### src/rtl/keypad_matrix_emulator.sv
// 4x4 membrane keypad stand-in: replays one scripted key press (bounce-in, hold, bounce-out, gap)
// and answers the scanner's active-low column drive with active-low row sense, combinationally.
module keypad_matrix_emulator #(
  parameter int BOUNCE_CYCLES = 8,
  parameter int GAP_CYCLES    = 16
) (
  input  logic        iCLK,
  input  logic        iRST,
  input  logic [3:0]  iCOL,
  output logic [3:0]  oROW,
  input  logic        iCMD_VALID,
  output logic        oCMD_READY,
  input  logic [3:0]  iCMD_KEY,
  input  logic [15:0] iCMD_HOLD,
  output logic        oBUSY,
  output logic        oDONE
);

  typedef enum logic [2:0] {
    ST_IDLE       = 3'd0,
    ST_BOUNCE_IN  = 3'd1,
    ST_HOLD       = 3'd2,
    ST_BOUNCE_OUT = 3'd3,
    ST_GAP        = 3'd4
  } state_t;

  localparam bit          LP_HAS_BOUNCE = (BOUNCE_CYCLES > 0);
  localparam bit          LP_HAS_GAP    = (GAP_CYCLES > 0);
  localparam logic [15:0] LP_BOUNCE_M1  = (BOUNCE_CYCLES > 0) ? 16'(BOUNCE_CYCLES - 1) : 16'd0;
  localparam logic [15:0] LP_GAP_M1     = (GAP_CYCLES > 0) ? 16'(GAP_CYCLES - 1) : 16'd0;

  state_t      r_state;
  state_t      w_state_next;
  logic [15:0] r_cnt;
  logic [15:0] w_cnt_next;
  logic        r_contact;
  logic        w_contact_next;
  logic [1:0]  r_row_idx;
  logic [1:0]  r_col_idx;
  logic [15:0] r_hold_m1;
  logic        r_done;
  logic        w_done_next;
  logic        w_accept;
  logic [1:0]  w_key_row;
  logic [1:0]  w_key_col;
  logic [15:0] w_hold_m1;
  logic [3:0]  w_row;

  // Handshake: a command transfers on a rising edge where iCMD_VALID and oCMD_READY are both high;
  // oCMD_READY is high exactly in IDLE, and command inputs are ignored on every other edge.
  assign w_accept   = iCMD_VALID && (r_state == ST_IDLE);
  assign oCMD_READY = (r_state == ST_IDLE);
  assign oBUSY      = (r_state != ST_IDLE);
  assign oDONE      = r_done;
  assign w_hold_m1  = (iCMD_HOLD == 16'd0) ? 16'd0 : (iCMD_HOLD - 16'd1);

  always_comb begin
    w_key_row = 2'd0;
    w_key_col = 2'd0;
    case (iCMD_KEY)
      4'h1: begin w_key_row = 2'd0; w_key_col = 2'd0; end
      4'h2: begin w_key_row = 2'd0; w_key_col = 2'd1; end
      4'h3: begin w_key_row = 2'd0; w_key_col = 2'd2; end
      4'hA: begin w_key_row = 2'd0; w_key_col = 2'd3; end
      4'h4: begin w_key_row = 2'd1; w_key_col = 2'd0; end
      4'h5: begin w_key_row = 2'd1; w_key_col = 2'd1; end
      4'h6: begin w_key_row = 2'd1; w_key_col = 2'd2; end
      4'hB: begin w_key_row = 2'd1; w_key_col = 2'd3; end
      4'h7: begin w_key_row = 2'd2; w_key_col = 2'd0; end
      4'h8: begin w_key_row = 2'd2; w_key_col = 2'd1; end
      4'h9: begin w_key_row = 2'd2; w_key_col = 2'd2; end
      4'hC: begin w_key_row = 2'd2; w_key_col = 2'd3; end
      4'h0: begin w_key_row = 2'd3; w_key_col = 2'd0; end
      4'hF: begin w_key_row = 2'd3; w_key_col = 2'd1; end
      4'hE: begin w_key_row = 2'd3; w_key_col = 2'd2; end
      4'hD: begin w_key_row = 2'd3; w_key_col = 2'd3; end
    endcase
  end

  // The contact bit is the next-cycle value: set on state entry, toggled while chattering.
  always_comb begin
    w_state_next   = r_state;
    w_cnt_next     = r_cnt;
    w_contact_next = 1'b0;
    case (r_state)
      ST_IDLE: begin
        if (w_accept) begin
          w_contact_next = 1'b1;
          if (LP_HAS_BOUNCE) begin
            w_state_next = ST_BOUNCE_IN;
            w_cnt_next   = LP_BOUNCE_M1;
          end else begin
            w_state_next = ST_HOLD;
            w_cnt_next   = w_hold_m1;
          end
        end
      end
      ST_BOUNCE_IN: begin
        if (r_cnt == 16'd0) begin
          w_state_next   = ST_HOLD;
          w_cnt_next     = r_hold_m1;
          w_contact_next = 1'b1;
        end else begin
          w_cnt_next     = r_cnt - 16'd1;
          w_contact_next = ~r_contact;
        end
      end
      ST_HOLD: begin
        if (r_cnt == 16'd0) begin
          if (LP_HAS_BOUNCE) begin
            w_state_next = ST_BOUNCE_OUT;
            w_cnt_next   = LP_BOUNCE_M1;
          end else if (LP_HAS_GAP) begin
            w_state_next = ST_GAP;
            w_cnt_next   = LP_GAP_M1;
          end else begin
            w_state_next = ST_IDLE;
            w_cnt_next   = 16'd0;
          end
        end else begin
          w_cnt_next     = r_cnt - 16'd1;
          w_contact_next = 1'b1;
        end
      end
      ST_BOUNCE_OUT: begin
        if (r_cnt == 16'd0) begin
          if (LP_HAS_GAP) begin
            w_state_next = ST_GAP;
            w_cnt_next   = LP_GAP_M1;
          end else begin
            w_state_next = ST_IDLE;
            w_cnt_next   = 16'd0;
          end
        end else begin
          w_cnt_next     = r_cnt - 16'd1;
          w_contact_next = ~r_contact;
        end
      end
      ST_GAP: begin
        if (r_cnt == 16'd0) begin
          w_state_next = ST_IDLE;
          w_cnt_next   = 16'd0;
        end else begin
          w_cnt_next = r_cnt - 16'd1;
        end
      end
      default: begin
        w_state_next = ST_IDLE;
        w_cnt_next   = 16'd0;
      end
    endcase
  end

  assign w_done_next = (r_state != ST_IDLE) && (w_state_next == ST_IDLE);

  always_ff @(posedge iCLK or negedge iRST) begin
    if (!iRST) begin
      r_state   <= ST_IDLE;
      r_cnt     <= 16'd0;
      r_contact <= 1'b0;
      r_row_idx <= 2'd0;
      r_col_idx <= 2'd0;
      r_hold_m1 <= 16'd0;
      r_done    <= 1'b0;
    end else begin
      r_state   <= w_state_next;
      r_cnt     <= w_cnt_next;
      r_contact <= w_contact_next;
      r_done    <= w_done_next;
      if (w_accept) begin
        r_row_idx <= w_key_row;
        r_col_idx <= w_key_col;
        r_hold_m1 <= w_hold_m1;
      end
    end
  end

  // Row sense follows the live column drive with no register in the path, like a real switch.
  always_comb begin
    w_row = 4'hF;
    if (r_contact && !iCOL[r_col_idx]) begin
      w_row[r_row_idx] = 1'b0;
    end
  end

  assign oROW = w_row;

endmodule

### config.mk
export PLATFORM = sky130hd
export DESIGN_NAME = keypad_matrix_emulator
export DESIGN_NICKNAME = d
export VERILOG_FILES = /design/src/rtl/keypad_matrix_emulator.sv
export SDC_FILE = /design/constraint.sdc
export NUM_CORES = 1
export LEC_CHECK = 0
export CORE_MARGIN = 4
export CORE_UTILIZATION = 60
export DETAILED_ROUTE_END_ITERATION = 12
export PLACE_DENSITY = 0.81
export REMOVE_ABC_BUFFERS = 1
export SYNTH_ARGS = -nofsm -noshare
export SYNTH_HDL_FRONTEND = slang
export SYNTH_SLANG_ARGS = --single-unit
### constraint.sdc
create_clock -name iCLK -period 4.65 [get_ports iCLK]
set_clock_uncertainty 0.05 [all_clocks]
set_input_delay 0.465 -clock iCLK [delete_from_list [all_inputs] [get_ports iCLK]]
set_output_delay 0.465 -clock iCLK [all_outputs]
set_load 0.005 [all_outputs]
==> results.md, run 1 <==
Clocking:
- The total number of H-tree levels is 2.
- The number of sinks driven by the clock tree is 41.
- After clock tree synthesis, the clock-pin slew on the worst setup and hold paths is 0.09 ns.
- Clock tree synthesis selected as its root buffer the cell clkbuf_8.
- The number of post-CTS setup repair buffers is 0.
- Counting the buffers created by CTS gives 5.
- The clock passes through at most 2 buffers.
- The TritonCTS clock tree is built.
- The post-cts sizing count is 0.
- For the worst-skew pair, the clock arrives at the later sink with an insertion delay of 0.30 ns.
- Hold repair after CTS inserted 0 buffers.

Status:
- The flow ran to the end, and the final reports show no timing, DRC or antenna violations.

Route:
- The routed length per instance is 15.7 um.
- The detailed-route DRC error count is 0.
- After detailed routing, the number of vias per cell comes to 6.28.
- Wires add up to 6.17 mm.
- The total iterations of the first detailed-routing run is 5.
- The number of DRC violations after detailed-routing iteration 0 is 340.
- The count of antenna-violating nets left after detailed routing is 0.
- The via count of the routed design is 2,470.

Die:
- Measured along the y axis, the die boundary spans 74.8 um.
- The core region is 4320 um2.
- 34 I/O pins were placed.
- The initial utilization of the core area, before any placement, comes to 61.8%.
- The die is 74.8 um wide.
- The die area is 5590 um2.
- The number of placement rows is 24.

Cells and area:
- The net count of the finished layout is 370.
- 0 antenna diodes ended up in the layout.
- Relative to the synthesized area, the layout overhead comes to 15.6%.
- The share of final-layout standard cells stronger than drive strength 1 is 6.74%.
- Summing all multi-input logic gate instances after layout gives 1500 um2.
- The sequential standard cell area is 1030 um2.
- Counting the fill cells in the layout gives 365.

Timing:
- Once routing completed, OpenROAD measured the worst setup slack at 1.70 ns.
- The worst max-slew margin expressed relative to the limit is 31.9%.
- Summed over all failing endpoints, the final setup total negative slack is 0 ns.
- The final-report max-slew violation count is 0.
- Dividing the final minimum period by the clock period gives 63.4%.
- The final hold violation count was 0.
- Setup repair after global routing left no endpoint under its margin.
- The pin slew with the least headroom to its limit is 1.02 ns.
- The shortest clock period the worst path allows after layout is 2.95 ns.
- For this run, the top clock speed supported by timing is 0.339 GHz.
- The number of failing setup endpoints in the final timing report is 0.

Critical path:
- For the worst setup path, the data required time is 4.79 ns.
- The signal on the critical path passes through inv_1 -> ha_1 -> nor4b_1 -> and4_1 -> nor3_1 -> a21oi_1 -> o22ai_1.
- The arrival time at the worst endpoint is 3.09 ns.
- STA classifies the critical path endpoint as a register.
- The critical path start-end classification is register to register.
- In this design, the stage delay of the slowest critical-path cell is 0.98 ns.
- The worst setup path is launched from a register.
- Of all nets on the critical path, the largest fanout is 29.
- For this design, the slowest cell found on the critical path is and4_1.

Power:
- IR analysis of the VDD net gives a maximum drop of 0.152 mV.
- The standby leakage power is 0.00118 uW.
- In this run the power density over the cells is 229 nW/um2.
- The overall power consumption is 707 uW.

Place:
- During placement, the flow inserted port buffers numbering 33.
- The detailed-placement wirelength estimate is 4.45 mm.
- The placer's final routability congestion estimate is 0.863.
- At the placement stage, the worst setup path has a slack of 1.75 ns.

Job:
- The max-cap check violation count is 0.

Logic synthesis:
- Sequential cells were found to cover 38.4% of the synthesized design area.
- In the synthesized netlist the dominant register cell turns out to be dfrtp_1.
- The synthesized design contains 0 enable-type register cells.
- The average footprint of a synthesized cell is 8.43 um2.
- The count of synthesis-stage warnings from yosys is 0.
- The cell count after synthesis came out at 317.
- The number of library cell types mapped by synthesis is 57.
- The proportion of synthesized flip-flops having asynchronous set or reset is 100%.
- The synthesized netlist occupies a cell area of 2670 um2.
- The register bit count reported by yosys is 41.

Hold path:
- The min-delay analysis places its worst path in the category input port to asynchronous set/reset pin.

Global route:
- The via count of the first global-routing pass was 2,158.
- The global-route congestion overflow total is 0.
- Entering global routing, the biggest net connects 42 pins.
- The first global-routing pass estimated 10.0 mm of wire.
- Across every metal layer, demand over resource in global routing totals 23.3%.
- The initial antenna violation count is 0.
-- cell usage after synthesis (2+ instances only) --
library cell	number	share of area, %
nor2_1	18	2.5
buf_6	3	1.3
o31ai_1	3	0.84
a31oi_1	6	1.4
nand3_1	8	1.5
nand2b_1	3	0.70
or3_1	8	1.9
o2bb2ai_1	7	2.3
dfrtp_1	41	38
nand4b_1	2	0.66
or4_1	5	1.4
a21oi_1	20	3.7
nor4b_1	2	0.66
xnor2_1	6	2.0
o21ai_1	16	3.0
ha_1	3	1.4
nand3b_1	2	0.56
and2_1	3	0.70
clkbuf_1	11	1.5
nand2_1	36	5.1
a21o_1	4	1.1
buf_2	4	0.75
nor2b_1	5	1.2
nor3_1	22	4.1
o22ai_1	5	1.2
o21ai_0	17	3.2
nand4_1	6	1.4
xor2_1	7	2.3
inv_1	11	1.5
nor4_1	5	1.2
nor4_2	2	0.94
-- final timing paths --
path	startpoint	to	slack, ns	cells past startpoint
max	r_cnt[0]$_DFFE_PN0P_	r_cnt[10]$_DFFE_PN0P_	1.70	7
min	iRST	r_cnt[6]$_DFFE_PN0P_	0.23	1
max reg2reg	r_cnt[0]$_DFFE_PN0P_	r_cnt[10]$_DFFE_PN0P_	1.70	7
min reg2reg	r_hold_m1[1]$_DFFE_PN0P_	r_hold_m1[1]$_DFFE_PN0P_	0.45	2
max in group asynchronous	iRST	r_state[2]$_DFF_PN0_	3.76	1
min in group iCLK	r_hold_m1[1]$_DFFE_PN0P_	r_hold_m1[1]$_DFFE_PN0P_	0.45	2
-- stage by stage --
step           utilization [%]  hold WS, ns  area [um2]  instances
2_1_floorplan                -        0.119        2570        298
3_3_place_gp              68.8        0.415        2980        385
3_5_place_dp              68.8        0.432        2980        385
4_1_cts                   71.5        0.266        3090        393
5_1_grt                   71.5        0.323        3090        393
6_report                  71.5        0.233        3090        393
-- state kept, by name (all words and copies together) (netlist names) --
| register | cells |
|---|---|
| r_contact | 1 |
| r_state | 3 |
| r_cnt | 16 |
| r_row_idx | 2 |
| r_hold_m1 | 16 |
| oDONE | 1 |
| r_col_idx | 2 |
-- metal layers --
layer / share of wire [%] / GRT usage, %
met5: 0 / 0
met4: 2.2 / 10.5
met3: 5.9 / 2.40
met2: 45 / 34.8
met1: 47 / 34.2
-- cell families after synthesis --
group | Yosys count | share of synthesized area (%)
simple gates | 137 | 27.6
flops | 41 | 38.4
compound gates | 90 | 21.4
mux | 3 | 1.64
xor+xnor | 13 | 4.26
fa+ha+maj | 3 | 1.40
buf+inv | 30 | 5.38
-- layout make-up --
type,instances,area share [%]
clock inverters,3,1.50
well taps,52,2.10
multi-input cells,246,48.6
inverters,11,1.34
flip-flops and latches,41,33.2
clock buffers,5,2.23
repair buffers,35,11.0
-- layout by cell type (no fill, tap or decap), types with 2 or more instances in the layout --
master | netlist | layout
nand2_1 | 36 | 36
nor3_1 | 22 | 22
nand3b_1 | 2 | 2
nand2b_1 | 3 | 3
or4_1 | 5 | 5
nor4_1 | 5 | 5
o31ai_1 | 3 | 3
or3_1 | 8 | 8
o21ai_0 | 17 | 17
a21o_1 | 4 | 4
nand4_1 | 6 | 6
buf_4 | 1 | 2
nor4_2 | 2 | 2
clkbuf_8 | 0 | 5
o2bb2ai_1 | 7 | 7
a21oi_1 | 20 | 20
clkdlybuf4s50_1 | 0 | 32
and2_1 | 3 | 3
dfrtp_1 | 41 | 41
xor2_1 | 7 | 7
nor2_1 | 18 | 18
xnor2_1 | 6 | 6
nand4b_1 | 2 | 2
nor2b_1 | 5 | 5
ha_1 | 3 | 3
inv_1 | 11 | 11
nor4b_1 | 2 | 2
a31oi_1 | 6 | 6
o21ai_1 | 16 | 16
nand3_1 | 8 | 8
o22ai_1 | 5 | 5
-- power by group --
group	leakage, uW	internal [uW]	switching (uW)	total (uW)
sequential	0.000512	356	0	356
clock	0.0000543	161	134	295
combinational	0.000610	29.2	26.8	56.0
-- worst max-delay path, delay by kind of cell, from the launching register on --
family / cells / cell delay [ns]
adders and majority gates: 1 / 0.15
DFF: 1 / 0.44
AOI/OAI and AO/OA: 2 / 0.31
buffers and inverters: 1 / 0.12
and+or+nand+nor: 3 / 1.75
Power figures use the tool's default switching activity.
==> inputs of run 2 (changes only) <==
- CORE_UTILIZATION: 60 -> 50
- PLACE_DENSITY: 0.81 -> 0.72
- clock period: 4.65 -> 2.6 ns (I/O delays scaled with it)
==> results.md, run 2 (synthesized netlist as in run 1, its figures left out) <==
Place:
- At the placement stage, the worst setup path has a slack of 0.0713 ns.
- Routability-driven placement finished with a final weighted congestion of 0.907.
- After legalization and detailed placement, the total HPWL measured 4.84 mm.
- The standard cell area after detailed placement is 3110 um2.
- The number of buffer cells added on primary ports is 33.
- The number of placed instances, taps included is 416.

Clocking:
- The root buffer selected by CTS is clkbuf_8.
- Clock-pin slew was measured on the worst setup and hold paths at 0.08 ns.
- The number of sinks driven by the clock tree is 41.
- At the later pin of the worst-skew pair, clock insertion delay measures 0.29 ns.
- TritonCTS built the clock tree.
- The number of post-CTS setup repair buffers is 0.
- The number of CTS-inserted buffers is 5.
- Counting along the longest clock path gives a buffer depth of 2.
- In this run the number of H-tree levels came out at 2.

Route:
- The first detailed-routing pass took 4 iterations.
- Detailed routing inserted a total of 2,502 vias.
- Using the TritonRoute via totals, the vias-per-cell ratio works out to 5.90.
- The number of DRC violations after detailed-routing iteration 0 is 238.
- In the routed design, unresolved DRC markers number 0.
- The detail route stage leaves a number of antenna-violating nets equal to 0.
- After detailed routing, the average wire length per cell comes to 15.4 um.
- The aggregate routed wire length is 6.51 mm.

Critical path:
- By startpoint and endpoint, the worst setup path is classified as register to primary output.
- The maximum single-stage delay on the critical path is 0.50 ns.
- The worst setup path is captured at a primary output.
- The cell with the biggest individual delay on the critical path is mux4_2.
- In this run the critical register-to-register path is launched from r_cnt[0]$_DFFE_PN0P_.
- The required time reported for the critical path endpoint is 2.29 ns.
- The worst register-to-register path has a depth of 7.
- Setup slack on the worst reg-to-reg path comes out at 0.29 ns.
- The signal on the critical path passes through mux4_2 -> nor2b_1 -> nor2b_1 -> nand2_1 -> clkdlybuf4s50_1.
- The most frequent cell on the critical path is nor2b_1.
- The arrival time at the worst endpoint is 2.05 ns.
- The worst setup path is launched from a register.
- Along the worst path, the maximum fanout reaches 3.
- In this run the critical register-to-register path is captured at r_cnt[10]$_DFFE_PN0P_.

Die:
- The floorplan step defined a die boundary enclosing 6580 um2.
- The die is 81.1 um tall.
- Row generation in the floorplan step produced 26 rows.
- The initial cell density of the core is 52.0%.
- Pin placement for this block handled 34 I/O pins.
- The region available for standard cell placement spans 5140 um2.
- In this run the horizontal extent of the chip is 81.1 um.

Timing:
- For this run, the top clock speed supported by timing is 0.424 GHz.
- The worst max-slew margin expressed relative to the limit is 40.5%.
- The worst-case setup margin in the final layout is 0.240 ns.
- The number of failing setup endpoints in the final timing report is 0.
- The shortest clock period the worst path allows after layout is 2.36 ns.
- The final-report max-slew violation count is 0.
- On the final layout, the worst hold slack is 0.0355 ns.
- The setup TNS is 0 ns.
- The final hold violation count was 0.
- Setup repair after global routing left no endpoint under its margin.
- Of the available clock period, the critical path in the final layout requires 90.8%.
- The pin slew with the least headroom to its limit is 0.893 ns.

Global route:
- The initial antenna violation count came to 0.
- In the global route stage, overall resource usage came out at 21.4%.
- The maximum number of pins on one net before global-route repair is 42.
- The via count of the first global-routing pass is 2,338.
- The wire length of the first global-routing pass is 11.0 mm.
- Global routing finished with a remaining overflow of 0.

Cells and area:
- The share of final-layout standard cells stronger than drive strength 1 is 10.7%.
- The repair_antennas step left the layout with diodes totalling 0.
- The area growth from synthesis to layout is 21.0%.
- The number of non-filler instances in the completed layout is 424.
- In the layout the commonest cells are 41 x dfrtp_1, 36 x nand2_1, 32 x clkdlybuf4s50_1.
- The commonest non-fill, non-tap cell in the layout is dfrtp_1.
- In the final layout, the registers with the most flip-flops are r_cnt: 16 flops, r_hold_m1: 16 flops, r_state: 3 flops.
- Summing all non-filler instances in the final layout gives an area of 3240 um2.
- The final layout net count is 383.

Power:
- The maximum ir drop on the vdd rail is 0.234 mV.
- Summed over all cells, the static leakage comes to 0.00124 uW.
- The proportion of power drawn by combinational gates is 8.0%.
- Of the total power, the share spent switching nets is 22.4%.
- The clock share of power is 41.4%.
- Summed over all nets, the switching power comes to 282 uW.
- The register share of total power is 50.6%.
- Cell internal power was estimated by the tool at 977 uW.
- The power per unit of standard cell area is 389 nW/um2.

Status:
- The flow ran to the end, and the final reports show no timing, DRC or antenna violations.

Job:
- Across the run, the number of max-cap violations was 0.

Hold path:
- The class of the most critical hold timing path is input port to asynchronous set/reset pin.
-- run 2: timing repair --
| action | CTS | global route |
|---|---|---|
| endpoints found under the setup margin | 0 | 12 |
| gates resized for setup | 0 | 2 |
| hold buffers | 0 | 0 |
-- run 2: power groups by stage --
stage	registers (uW)	clock network, uW	logic, uW
global route	637	553	111
CTS	637	528	102
finish	637	522	101
global placement	650	0	100
detailed placement	650	0	102
floorplan	650	0	30.9
-- run 2: critical path, delay by kind of cell (launching register included) --
| family | cells | cell delay, ns |
|---|---|---|
| muxes | 1 | 0.50 |
| buffers and inverters | 1 | 0.45 |
| and+or+nand+nor | 3 | 0.42 |
| DFF | 1 | 0.37 |
-- run 2: worst max path at each step --
stage	slack [ns]	from	depth (start not counted)	endpoint
after floorplan	-0.15	r_cnt[0]$_DFFE_PN0P_	7	r_cnt[14]$_DFFE_PN0P_
after global placement	0.14	r_cnt[0]$_DFFE_PN0P_	7	r_cnt[15]$_DFFE_PN0P_
after detailed placement	0.07	r_cnt[0]$_DFFE_PN0P_	7	r_cnt[15]$_DFFE_PN0P_
after CTS	0.05	r_cnt[0]$_DFFE_PN0P_	7	r_cnt[15]$_DFFE_PN0P_
after global routing	0.09	r_col_idx[0]$_DFFE_PN0P_	5	oROW[0]
final	0.24	r_col_idx[0]$_DFFE_PN0P_	5	oROW[2]
-- run 2: layout make-up --
cell class | instances | area, um2
fillers | 469 | 1900
clock inverters | 3 | 46.3
flip-flops and latches | 41 | 1030
repair buffers | 48 | 450
multi-input cells | 246 | 1520
inverters | 11 | 41.3
well taps | 70 | 87.6
clock buffers | 5 | 68.8
-- run 2: layer usage --
metal / up-vias / wire, um / GRT usage, %
met5: - / 0 / 0
met4: 0 / 67 / 5.41
met3: 6 / 239 / 2.99
met2: 59 / 3120 / 35.1
met1: 1189 / 3090 / 29.7
li1: 1248 / - / -
-- run 2: through the flow --
stage | total power [uW] | utilization, %
final | 1260 | 63.0
after floorplan | 681 | -
after detailed placement | 752 | 60.5
after global routing | 1300 | 63.0
after global placement | 750 | 60.5
after CTS | 1270 | 62.7
